===== src/rtl/cook_pkg.sv =====
// Shared definitions for the microwave cook sequencer: state encoding and timing constants.
package cook_pkg;

    typedef enum logic [1:0] {
        IDLE  = 2'd0,
        COOK  = 2'd1,
        PAUSE = 2'd2,
        DONE  = 2'd3
    } cook_state_e;

    localparam int BEEP_TICKS = 3;
    localparam int WIN_LEN    = 10;
    localparam int PWR_MAX    = 10;

endpackage


===== src/rtl/duty_window.sv =====
// Power duty-cycle window: a 10-second window counter, latched power level and the magnetron compare.
module duty_window
    import cook_pkg::*;
(
    input  logic       clk,
    input  logic       clear,
    input  logic       cooking,
    input  logic       load_fresh,
    input  logic       load_resume,
    input  logic       sec_tick,
    input  logic       door_closed,
    input  logic [3:0] power_lvl,
    output logic       mag_on
);

    logic [3:0] win_q;
    logic [3:0] pwr_q;

    function automatic logic [3:0] sat_pwr(input logic [3:0] lvl);
        return (lvl > 4'(PWR_MAX)) ? 4'(PWR_MAX) : lvl;
    endfunction

    always_ff @(posedge clk) begin
        if (clear) begin
            win_q <= 4'd0;
            pwr_q <= 4'd0;
        end else begin
            if (load_fresh || load_resume)
                pwr_q <= sat_pwr(power_lvl);
            // A fresh cook restarts the window; a resume keeps where the pause left it.
            if (load_fresh)
                win_q <= 4'd0;
            else if (cooking && sec_tick)
                win_q <= (win_q == 4'(WIN_LEN - 1)) ? 4'd0 : win_q + 4'd1;
        end
    end

    // Door term is deliberately combinational so an opening door cuts the magnetron at once.
    assign mag_on = cooking && (win_q < pwr_q) && door_closed;

endmodule


===== src/rtl/cook_sequencer.sv =====
// Microwave cook sequencer FSM (IDLE/COOK/PAUSE/DONE) driving timer control, magnetron and buzzer.
// Define COOK_BEEP_EN to drive done_beep during DONE; otherwise done_beep is tied low.
module cook_sequencer
    import cook_pkg::*;
(
    input  logic       clk,
    input  logic       clear,
    input  logic       start_req,
    input  logic       stop_req,
    input  logic       door_closed,
    input  logic [3:0] power_lvl,
    input  logic       sec_tick,
    input  logic       time_zero,
    output logic       timer_en,
    output logic       timer_clr,
    output logic       mag_on,
    output logic       done_beep,
    output logic [1:0] state
);

    cook_state_e state_q;
    logic [1:0]  beep_cnt_q;
    logic        timer_clr_q;
    logic        go_fresh;
    logic        go_resume;

    // stop_req outranks start_req in every state, so both entries into COOK mask it out.
    assign go_fresh  = (state_q == IDLE) && start_req && !stop_req && door_closed && !time_zero;
    assign go_resume = (state_q == PAUSE) && start_req && !stop_req && door_closed;

    always_ff @(posedge clk) begin
        if (clear) begin
            state_q     <= IDLE;
            beep_cnt_q  <= 2'd0;
            timer_clr_q <= 1'b0;
        end else begin
            timer_clr_q <= 1'b0;
            case (state_q)
                IDLE: begin
                    if (stop_req)
                        timer_clr_q <= 1'b1;
                    else if (go_fresh)
                        state_q <= COOK;
                end
                COOK: begin
                    if (time_zero) begin
                        state_q    <= DONE;
                        beep_cnt_q <= 2'd0;
                    end else if (stop_req || !door_closed) begin
                        state_q <= PAUSE;
                    end
                end
                PAUSE: begin
                    if (stop_req) begin
                        state_q     <= IDLE;
                        timer_clr_q <= 1'b1;
                    end else if (go_resume) begin
                        state_q <= COOK;
                    end
                end
                DONE: begin
                    if (stop_req) begin
                        state_q    <= IDLE;
                        beep_cnt_q <= 2'd0;
                    end else if (sec_tick) begin
                        if (beep_cnt_q == 2'(BEEP_TICKS - 1)) begin
                            state_q    <= IDLE;
                            beep_cnt_q <= 2'd0;
                        end else begin
                            beep_cnt_q <= beep_cnt_q + 2'd1;
                        end
                    end
                end
                default: state_q <= IDLE;
            endcase
        end
    end

    duty_window u_duty_window (
        .clk         (clk),
        .clear       (clear),
        .cooking     (state_q == COOK),
        .load_fresh  (go_fresh),
        .load_resume (go_resume),
        .sec_tick    (sec_tick),
        .door_closed (door_closed),
        .power_lvl   (power_lvl),
        .mag_on      (mag_on)
    );

    assign state     = state_q;
    assign timer_en  = (state_q == COOK);
    assign timer_clr = timer_clr_q;

`ifdef COOK_BEEP_EN
    assign done_beep = (state_q == DONE);
`else
    assign done_beep = 1'b0;
`endif

endmodule


===== config.mk =====
export PLATFORM = sky130hd
export DESIGN_NAME = cook_sequencer
export DESIGN_NICKNAME = d
export VERILOG_FILES = /design/src/rtl/cook_pkg.sv /design/src/rtl/duty_window.sv /design/src/rtl/cook_sequencer.sv
export SDC_FILE = /design/constraint.sdc
export NUM_CORES = 1
export LEC_CHECK = 0
export BUFFER_PORTS_ARGS = -buffer_cell sky130_fd_sc_hd__clkbuf_2
export CAP_MARGIN = 20
export CORE_UTILIZATION = 51
export CTS_BUF_LIST = sky130_fd_sc_hd__clkbuf_16
export CTS_CLUSTER_DIAMETER = 30
export CTS_CLUSTER_SIZE = 14
export DETAILED_ROUTE_END_ITERATION = 8
export PLACE_DENSITY = 0.76
export SLEW_MARGIN = 20
export SYNTH_ARGS = -nofsm -noshare
export SYNTH_HDL_FRONTEND = slang
export SYNTH_SLANG_ARGS = --single-unit

===== constraint.sdc =====
create_clock -name clk -period 1.8 [get_ports clk]
set_input_delay 0.36 -clock clk [delete_from_list [all_inputs] [get_ports clk]]
set_output_delay 0.36 -clock clk [all_outputs]
set_load 0.03 [all_outputs]

==> impl_metrics.yaml <==
outcome:
  run_status: "finished, final reports clean"
layout:
  layout.cells.most_common: "clkbuf_2"
  mostFrequentLayoutCells: "clkbuf_2, a21oi_1, dfxtp_1"
  finish.net_count: 126
  fillerInstances: 107
  synthToLayoutAreaGrowth_pct: 26.38
  n_diodes: 0
  layout-drive-gt1-share: 0.2793
  final_cell_area_um2: 977.2
critical_path:
  timing.critical_path.max_delay_family: "compound AO/OA/AOI/OAI gates"
  cp_num_buf_inv: 2
  timing.critical_path.from_type: "flop"
  timing.critical_path.cells: "inv_2, ha_4, a211oi_2, o2111a_1, buf_8"
  required_time_at_the_endpoint_of_the_critical_path_ns: 1.44
  worstSetupEndpointType: "output pin"
  critical_path_s_largest_stage_delay_ns: 0.33
  arrival_ns: 1.43
  crit_slowest_cell: "dfxtp_2"
  cp_max_fo: 2
  worstSetupPathType: "flop to output pin"
logic_synthesis:
  netlist_instances: 93
  avgSynthCellArea_um2: 8.314
  synthDistinctLibCells: 36
  post_synth_edffs: 0
  ys_seq_elements: 13
  syn_warnings: 0
  synth_sequential_area_ratio: 0.3366
  synth_ff_type: "dfxtp_1"
  syn-num-nets: 107
  post_synthesis_instance_area_um2: 773.2
  async_flop_share: 0
place:
  worst_setup_slack_after_placement_ns: 0.1015
  placed_cell_area_um2: 849.6
  gp_congestion: 0.7456
  port_buffers: 15
  dpl.hpwl_um: 1222
worst_hold_path:
  hp-class: "input port to flop"
grt:
  number_of_global_route_vias_before_repair: 577
  grt-ovfl-total: 0
  grt_max_degree: 14
  antenna_found_initial: 0
  overall_fraction_of_global_route_tracks_in_use: 0.2373
  grt_first_pass_wirelength_um: 2484
sta:
  rsz0062_at_grt: "true"
  drv_slew: 0
  layout_worst_path_cycle_share: 0.9918
  fmax_ghz: 0.5601
  final_hold_viol_count: 0
  report.final.setup_viol: 0
  skew_ns: 0.0007411
  period_needed_ns: 1.785
  setup_ws_ns: 0.01476
clock_tree:
  cts_buffer_depth: 2
  htree_levels: 1
  cts_tree: "yes"
  number_of_sinks_handled_by_clock_tree_synthesis: 13
  clock_root_buffer: "clkbuf_16"
  clk_latency_ns: 0.24
  clkTransAtPathRegs_ns: 0.04
  cts_inserted_buffers: 3
routing:
  antenna_left: 0
  routed_via_density: 6.040
  dr_total_vias: 761
  detail_route.iter0.violations: 13
  routedWlPerCell_um: 14.22
  drt_drc_violations_left: 0
  drt_pass1_iterations: 4
  drt_wl_total_um: 1792
power:
  p_per_area_nw_per_um2: 878.0
  switching_power_as_a_share_of_total_power: 0.2512
  combPwrFrac: 0.149
  leakage_nw: 0.3688
  power_report.internal_total_w: 0.0006424
  part_of_the_power_in_the_clock_network: 0.483
  ir_drop_v: 0.0006469
  net-switching-power_w: 0.0002156
  sequentialPowerShare: 0.368
floorplanning:
  design.die.area_um2: 1676
  starting_density_of_the_core: 0.5728
  die_w_um: 40.94
  num_ports: 17
  floorplan.rows: 13
  design.core.area_um2: 1350
  dieHeight_um: 40.94
job:
  drv.max_cap_violation_count: 0
state kept, by name (all words and copies together) (netlist names):
signal               cells
u_duty_window.pwr_q      4
u_duty_window.win_q      4
beep_cnt_q               2
state                    2
timer_clr                1
cell families after synthesis:
kind of cell,count (synthesis),share of synthesized area
and+or+nand+nor,30,0.2573
adders and majority gates,3,0.04855
AOI/OAI and AO/OA,33,0.2670
DFF,13,0.3366
xor gates and xnor gates,1,0.01133
buffers and inverters,12,0.07443
other,1,0.004850
per-stage QoR:
stage	std cells	util	power [W]	hold slack, ns	TNS, ns
floorplan	93	-	0.0004053	0.4497	0
global placement	120	0.6293	0.0004398	0.4689	0
detailed placement	120	0.6293	0.0004421	0.4727	0
CTS	124	0.7118	0.0008593	0.3596	0
global route	126	0.7238	0.0008889	0.3630	-0.01882
finish	126	0.7238	0.0008580	0.3600	0
worst register-to-register path, cell delays in order, from the launching register on:
cell and delay, ns:
dfxtp_1 0.48, buf_4 0.21, nand4b_1 0.12, or3b_1 0.39, a21oi_1 0.14
final cells by class:
cell class	instances	area, um2	area share
inverters	8	30.03	0.03073
well taps	15	18.77	0.01921
flip-flops and latches	13	266.5	0.2727
clock inverters	1	3.754	0.003841
multi-input cells	68	475.5	0.4866
repair buffers	18	107.6	0.1101
clock buffers	3	75.07	0.07682
Yosys cell counts, types with 2 or more instances:
cell type / count / area, um2
dfxtp_1: 13 / 260.3
a21oi_1: 12 / 60.06
o21ai_0: 9 / 45.04
inv_1: 8 / 30.03
nor2b_1: 6 / 37.54
a211oi_1: 3 / 22.52
a311oi_1: 3 / 26.28
ha_1: 3 / 37.54
nand4b_1: 3 / 26.28
nor2_1: 3 / 11.26
nand2_1: 2 / 7.510
nand2b_1: 2 / 12.51
nand3b_1: 2 / 15.01
or3_1: 2 / 12.51
worst paths after layout:
check | start | end | slack, ns | cells past startpoint
setup reg to reg | state[0] | beep_cnt_q[1] | 0.39 | 4
setup / recovery | u_duty_window.pwr_q[1] | mag_on | 0.01 | 5
hold / removal | power_lvl[0] | u_duty_window.pwr_q[0] | 0.36 | 3
hold reg to reg | u_duty_window.pwr_q[0] | u_duty_window.pwr_q[0] | 0.48 | 2
layer usage:
metal  GRT usage  share of wire
met1      0.2787           0.46
met2      0.3750           0.49
met3     0.09783          0.040
met4      0.1000         0.0078
met5           0              0
power by group through the flow:
stage          clock network, W  registers, W  logic (W)
2_1_floorplan                 0      0.000326  0.0000795
3_3_place_gp                  0      0.000321   0.000119
3_5_place_dp                  0      0.000322   0.000120
4_1_cts                0.000419      0.000316   0.000125
5_1_grt                0.000432      0.000318   0.000138
6_report               0.000415      0.000316   0.000128
timing repair:
item,in CTS,in global routing
hold buffers,0,0
buffers inserted,0,2
setup endpoints to repair,1,1
gates resized for setup,9,2
pin swaps,3,3
(Power assumes the default switching activity.)
